## src/rtl/bus_arb_pkg.sv

```systemverilog
// rtl/bus_arb_pkg.sv - shared state type and sizing helper for backplane bus controllers
package bus_arb_pkg;

    typedef enum logic [2:0] {
        IDLE,
        GRANT,
        ADDR,
        DATA,
        RELEASE
    } bus_state_t;

    // Counter only has to reach cycles-1, so clog2 of the limit is enough.
    function automatic int timeout_cnt_width(input int cycles);
        return (cycles > 2) ? $clog2(cycles) : 1;
    endfunction

endpackage

```

## src/rtl/rr_pick.sv

```systemverilog
// rtl/rr_pick.sv - combinational round-robin selector, first set request after ptr_i with wrap
module rr_pick #(
    parameter int N = 4,
    parameter int W = $clog2(N)
) (
    input  logic [N-1:0] req_i,
    input  logic [W-1:0] ptr_i,
    output logic         valid_o,
    output logic [W-1:0] idx_o
);

    logic [W-1:0] cand;

    // Walk from the farthest candidate inward so the nearest one after ptr_i wins.
    always_comb begin
        valid_o = 1'b0;
        idx_o   = '0;
        cand    = '0;
        for (int i = N; i >= 1; i--) begin
            cand = W'((32'(ptr_i) + 32'(i)) % 32'(N));
            if (req_i[cand]) begin
                valid_o = 1'b1;
                idx_o   = cand;
            end
        end
    end

endmodule

```

## src/rtl/bus_grant_scheduler.sv

```systemverilog
// rtl/bus_grant_scheduler.sv - round-robin backplane arbiter with phase tracking and timeout abort
module bus_grant_scheduler
    import bus_arb_pkg::*;
#(
    parameter int DeviceMaxNumber = 4,
    parameter int TimeoutCycles   = 64
) (
    input  logic                               clk,
    input  logic                               Reset,
    input  logic [DeviceMaxNumber-1:0]         BARQ,
    input  logic                               AddressValid,
    input  logic                               TargetReady,
    input  logic                               DataStrobe,
    output logic [DeviceMaxNumber-1:0]         BAGD,
    output logic                               BusBusy,
    output logic [$clog2(DeviceMaxNumber)-1:0] GrantId,
    output logic                               Error
);

    localparam int              IdW     = $clog2(DeviceMaxNumber);
    localparam int              CntW    = timeout_cnt_width(TimeoutCycles);
    localparam logic [CntW-1:0] CntLast = CntW'(TimeoutCycles - 1);

    bus_state_t                 state_q, state_d;
    logic [IdW-1:0]             ptr_q, ptr_d;
    logic [IdW-1:0]             id_q, id_d;
    logic [CntW-1:0]            cnt_q, cnt_d;
    logic [DeviceMaxNumber-1:0] bagd_q, bagd_d;
    logic                       err_q, err_d;
    logic                       pick_valid;
    logic [IdW-1:0]             pick_idx;
    logic                       owner_req;
    logic                       expired;
    logic                       timeout;

    rr_pick #(
        .N(DeviceMaxNumber),
        .W(IdW)
    ) u_pick (
        .req_i  (BARQ),
        .ptr_i  (ptr_q),
        .valid_o(pick_valid),
        .idx_o  (pick_idx)
    );

    always_ff @(posedge clk) begin
        if (!Reset) begin
            state_q <= IDLE;
            ptr_q   <= IdW'(DeviceMaxNumber - 1);
            id_q    <= '0;
            cnt_q   <= '0;
            bagd_q  <= '0;
            err_q   <= 1'b0;
        end else begin
            state_q <= state_d;
            ptr_q   <= ptr_d;
            id_q    <= id_d;
            cnt_q   <= cnt_d;
            bagd_q  <= bagd_d;
            err_q   <= err_d;
        end
    end

    assign owner_req = BARQ[id_q];
    assign expired   = (cnt_q == CntLast);

    // Request withdrawal outranks phase progress; progress outranks the timeout.
    always_comb begin
        state_d = state_q;
        ptr_d   = ptr_q;
        id_d    = id_q;
        cnt_d   = cnt_q + CntW'(1);
        timeout = 1'b0;
        case (state_q)
            IDLE: begin
                cnt_d = '0;
                if (pick_valid) begin
                    state_d = GRANT;
                    ptr_d   = pick_idx;
                    id_d    = pick_idx;
                end
            end
            GRANT: begin
                if (!owner_req) begin
                    state_d = RELEASE;
                end else if (AddressValid) begin
                    state_d = ADDR;
                    cnt_d   = '0;
                end else if (expired) begin
                    state_d = RELEASE;
                    timeout = 1'b1;
                end
            end
            ADDR: begin
                if (!owner_req) begin
                    state_d = RELEASE;
                end else if (TargetReady) begin
                    state_d = DATA;
                    cnt_d   = '0;
                end else if (expired) begin
                    state_d = RELEASE;
                    timeout = 1'b1;
                end
            end
            DATA: begin
                if (!owner_req) begin
                    state_d = RELEASE;
                end else if (DataStrobe) begin
                    cnt_d = '0;
                end else if (expired) begin
                    state_d = RELEASE;
                    timeout = 1'b1;
                end
            end
            RELEASE: begin
                state_d = IDLE;
                cnt_d   = '0;
            end
            default: begin
                state_d = IDLE;
                cnt_d   = '0;
            end
        endcase
    end

    always_comb begin
        bagd_d = bagd_q;
        err_d  = timeout;
        if (state_q == IDLE && pick_valid) begin
            bagd_d           = '0;
            bagd_d[pick_idx] = 1'b1;
        end else if (state_d == RELEASE) begin
            bagd_d = '0;
        end
    end

    assign BAGD    = bagd_q;
    assign GrantId = id_q;
    assign Error   = err_q;
    assign BusBusy = (state_q != IDLE);

endmodule

```

## config.mk

```make
export PLATFORM = sky130hd
export DESIGN_NAME = bus_grant_scheduler
export DESIGN_NICKNAME = d
export VERILOG_FILES = /design/src/rtl/bus_arb_pkg.sv /design/src/rtl/rr_pick.sv /design/src/rtl/bus_grant_scheduler.sv
export SDC_FILE = /design/constraint.sdc
export NUM_CORES = 1
export LEC_CHECK = 0
export CAP_MARGIN = 20
export CORE_UTILIZATION = 50
export CTS_CLUSTER_DIAMETER = 60
export DETAILED_ROUTE_END_ITERATION = 12
export MAX_ROUTING_LAYER = met4
export PLACE_DENSITY = 0.77
export RECOVER_POWER = 25
export SKIP_LAST_GASP = 1
export SLEW_MARGIN = 20
export SYNTH_ARGS = -nofsm -noshare
export SYNTH_HDL_FRONTEND = slang
export SYNTH_SLANG_ARGS = --single-unit
```

## constraint.sdc

```tcl
create_clock -name clk -period 1.7 [get_ports clk]
set_input_delay 0.17 -clock clk [delete_from_list [all_inputs] [get_ports clk]]
set_output_delay 0.17 -clock clk [all_outputs]
set_load 0.01 [all_outputs]
```

==> summary.md <==
| Metric | Value |
|---|---|
| Status | `finished, final reports clean` |
| Min-delay worst type | `reg2reg` |
| Yosys warnings | `0` |
| Required time of the critical path | `1.85 ns` |
| Most frequent cells in the layout | `nor2_1 (15), dfxtp_1 (14), clkdlybuf4s50_1 (12)` |
| GRT Total Usage | `24.7%` |
| Share of cells above drive strength 1 | `26.9%` |
| Synth Instances | `103` |
| Max-cap violations | `0` |
| Max VDD drop | `0.000808 V` |
| Tot Pwr | `1.34 mW` |
| Design Area, Final | `1270 sq um` |
| Clock slew at reported path FFs | `0.10 ns` |
| Cell count after placement | `150` |
| CTS Hold Buffers Added | `0` |
| DIE HEIGHT | `44.6 um` |
| 1st-iter DRT viols | `18` |
| Critical path fanouts, max | `5` |
| Final Skew | `0.00227 ns` |
| Share of the yosys chip area belonging to registers | `39.7%` |
| Post-DP Area | `1150 sq um` |
| WL final | `2180 um` |
| Syn Nets | `113` |
| Global-route wire length before repair | `3470 um` |
| Commonest non-fill, non-tap cell in the layout | `nor2_1` |
| Data arrival time of the critical path | `1.82 ns` |
| Initial Util | `53.2%` |
| Number of fill cells | `128` |
| Layout Cells excl Fill | `155` |
| Slew @ Worst Pin | `0.376 ns` |
| CTS tree | `yes` |
| H-Tree Depth | `1` |
| Worst slew margin | `74.9%` |
| Post-route ant nets | `0` |
| Power Density | `1060 nW/um^2` |
| CORE AREA | `1710 sq um` |
| Final Hold Viols | `0` |
| # diodes | `0` |
| Vias in the first global route | `820` |
| DRC | `0` |
| Final nets | `141` |
| Asr flop ratio synth | `0%` |
| Final Max Tran Viols | `0` |
| Gpl congestion | `0.835` |
| Vias | `875` |
| Initial antenna violation count | `0` |
| Fin worst setup slack | `0.0290 ns` |
| Setup TNS | `0 ns` |
| Post-layout util | `74.1%` |
| Layout area overhead | `39.4%` |
| RSZ-0062 raised after global routing | `yes` |
| Row Count | `15` |
| WS Path Type | `reg2reg` |
| I/O pins | `17` |
| Mapped cell area | `908 sq um` |
| TritonCTS Sinks | `18` |
| Register area | `365 sq um` |
| Clk_lat worst skew | `0.28 ns` |
| DR WL/cell | `14.0 um` |
| Fmax | `0.598 GHz` |
| Critical path endpoint category | `flip-flop` |
| Hold slack | `0.437 ns` |
| Cts bufs inserted | `3` |
| Die width | `44.6 um` |
| IO buf count | `16` |
| LEAKAGE | `0.476 nW` |
| Synth unique cells | `38` |
| DP Worst Slack | `-0.283 ns` |
| Final setup violation count | `0` |
| Pre-Repair DR Iteration Count | `4` |
| Mean Syn Cell Area | `8.82 sq um` |
| Post-synthesis register bit count | `18` |
| Crit path time final | `1.67 ns` |
| Period utilization | `98.3%` |
| Clk buf depth | `2` |
| EDFF count, synth | `0` |
| Die area | `1990 sq um` |
| Post-DR vias/cell | `5.65` |
| Crit path launch type | `flip-flop` |
| Multi-input gate area | `588 sq um` |
| Dpl hpwl | `1580 um` |
| Largest net degree at the start of global routing | `12` |
| Total gr overflow | `0` |
| Ys flop type | `dfxtp_1` |
| Root Buffer | `clkbuf_4` |
==> path summary, 6_finish.rpt <==
check                                start       end  slack (ns)  cells past startpoint
worst max-delay path            GrantId[0]   BAGD[3]        0.03                      4
worst min register to register    cnt_q[0]  cnt_q[0]        0.44                      1
worst min-delay path              cnt_q[0]  cnt_q[0]        0.44                      1
worst max register to register  GrantId[0]   BAGD[3]        0.03                      4
==> critical path, cell delays in order (launching register included) <==
cell and delay [ns]:
dfxtp_2 0.36, mux4_2 0.55, or3_4 0.36, o31ai_4 0.11
o32ai_2 0.15
==> synthesized netlist by cell type, types with 2 or more instances <==
cell / n / area [sq um]
nand3_1: 7 / 35.0
nand2_1: 8 / 30.0
a21oi_1: 4 / 20.0
nor2_1: 15 / 56.3
xor2_1: 2 / 17.5
o32ai_1: 4 / 35.0
nand3b_1: 3 / 22.5
a31oi_1: 3 / 18.8
o21ai_0: 4 / 20.0
mux2i_1: 2 / 20.0
xnor2_1: 2 / 17.5
dfxtp_1: 18 / 360
inv_1: 3 / 11.3
a21o_1: 2 / 15.0
nand2b_1: 3 / 18.8
==> power breakdown <==
group	internal (mW)	switching [mW]	total (mW)
logic	0.270	0.252	0.521
clock network	0.130	0.126	0.256
registers	0.488	0.0793	0.567
==> sequential cells by signal (all words and copies together), names as in the netlist <==
register	cells
ptr_q	2
BAGD	4
GrantId	2
Error	1
state_q	3
cnt_q	6
==> layout make-up <==
cell class / count / share of cell area [%]
Sequential cell: 18 / 28.9
Multi-Input combinational cell: 79 / 46.4
Inverter: 3 / 0.889
Timing Repair Buffer: 26 / 18.5
Tap cell: 25 / 2.47
Clock buffer: 4 / 2.87
==> what timing repair did <==
item	4_1_cts	5_1_grt
buffers inserted	1	0
setup endpoints to repair	12	11
gates resized for setup	8	8
pin swaps	1	7
cloned	0	0
==> logic make-up (layout without fill, tap and decap cells) <==
family	count (synthesis)	in the layout	share of synthesized area, %
buffers and inverters	6	33	3.44
muxes	4	4	5.92
AOI/OAI and AO/OA	23	23	18.5
DFF	18	18	39.7
xor gates and xnor gates	4	4	3.86
adders and majority gates	1	1	1.38
and+or+nand+nor	47	47	27.3
==> layer usage <==
layer,up-vias,wire length (um),track usage [%]
li1,432,-,-
met1,410,984,28.4
met2,23,1030,42.9
met3,10,74,3.67
met4,0,87,9.09
met5,-,0,-
No activity file was read; power rests on OpenSTA's default activity.
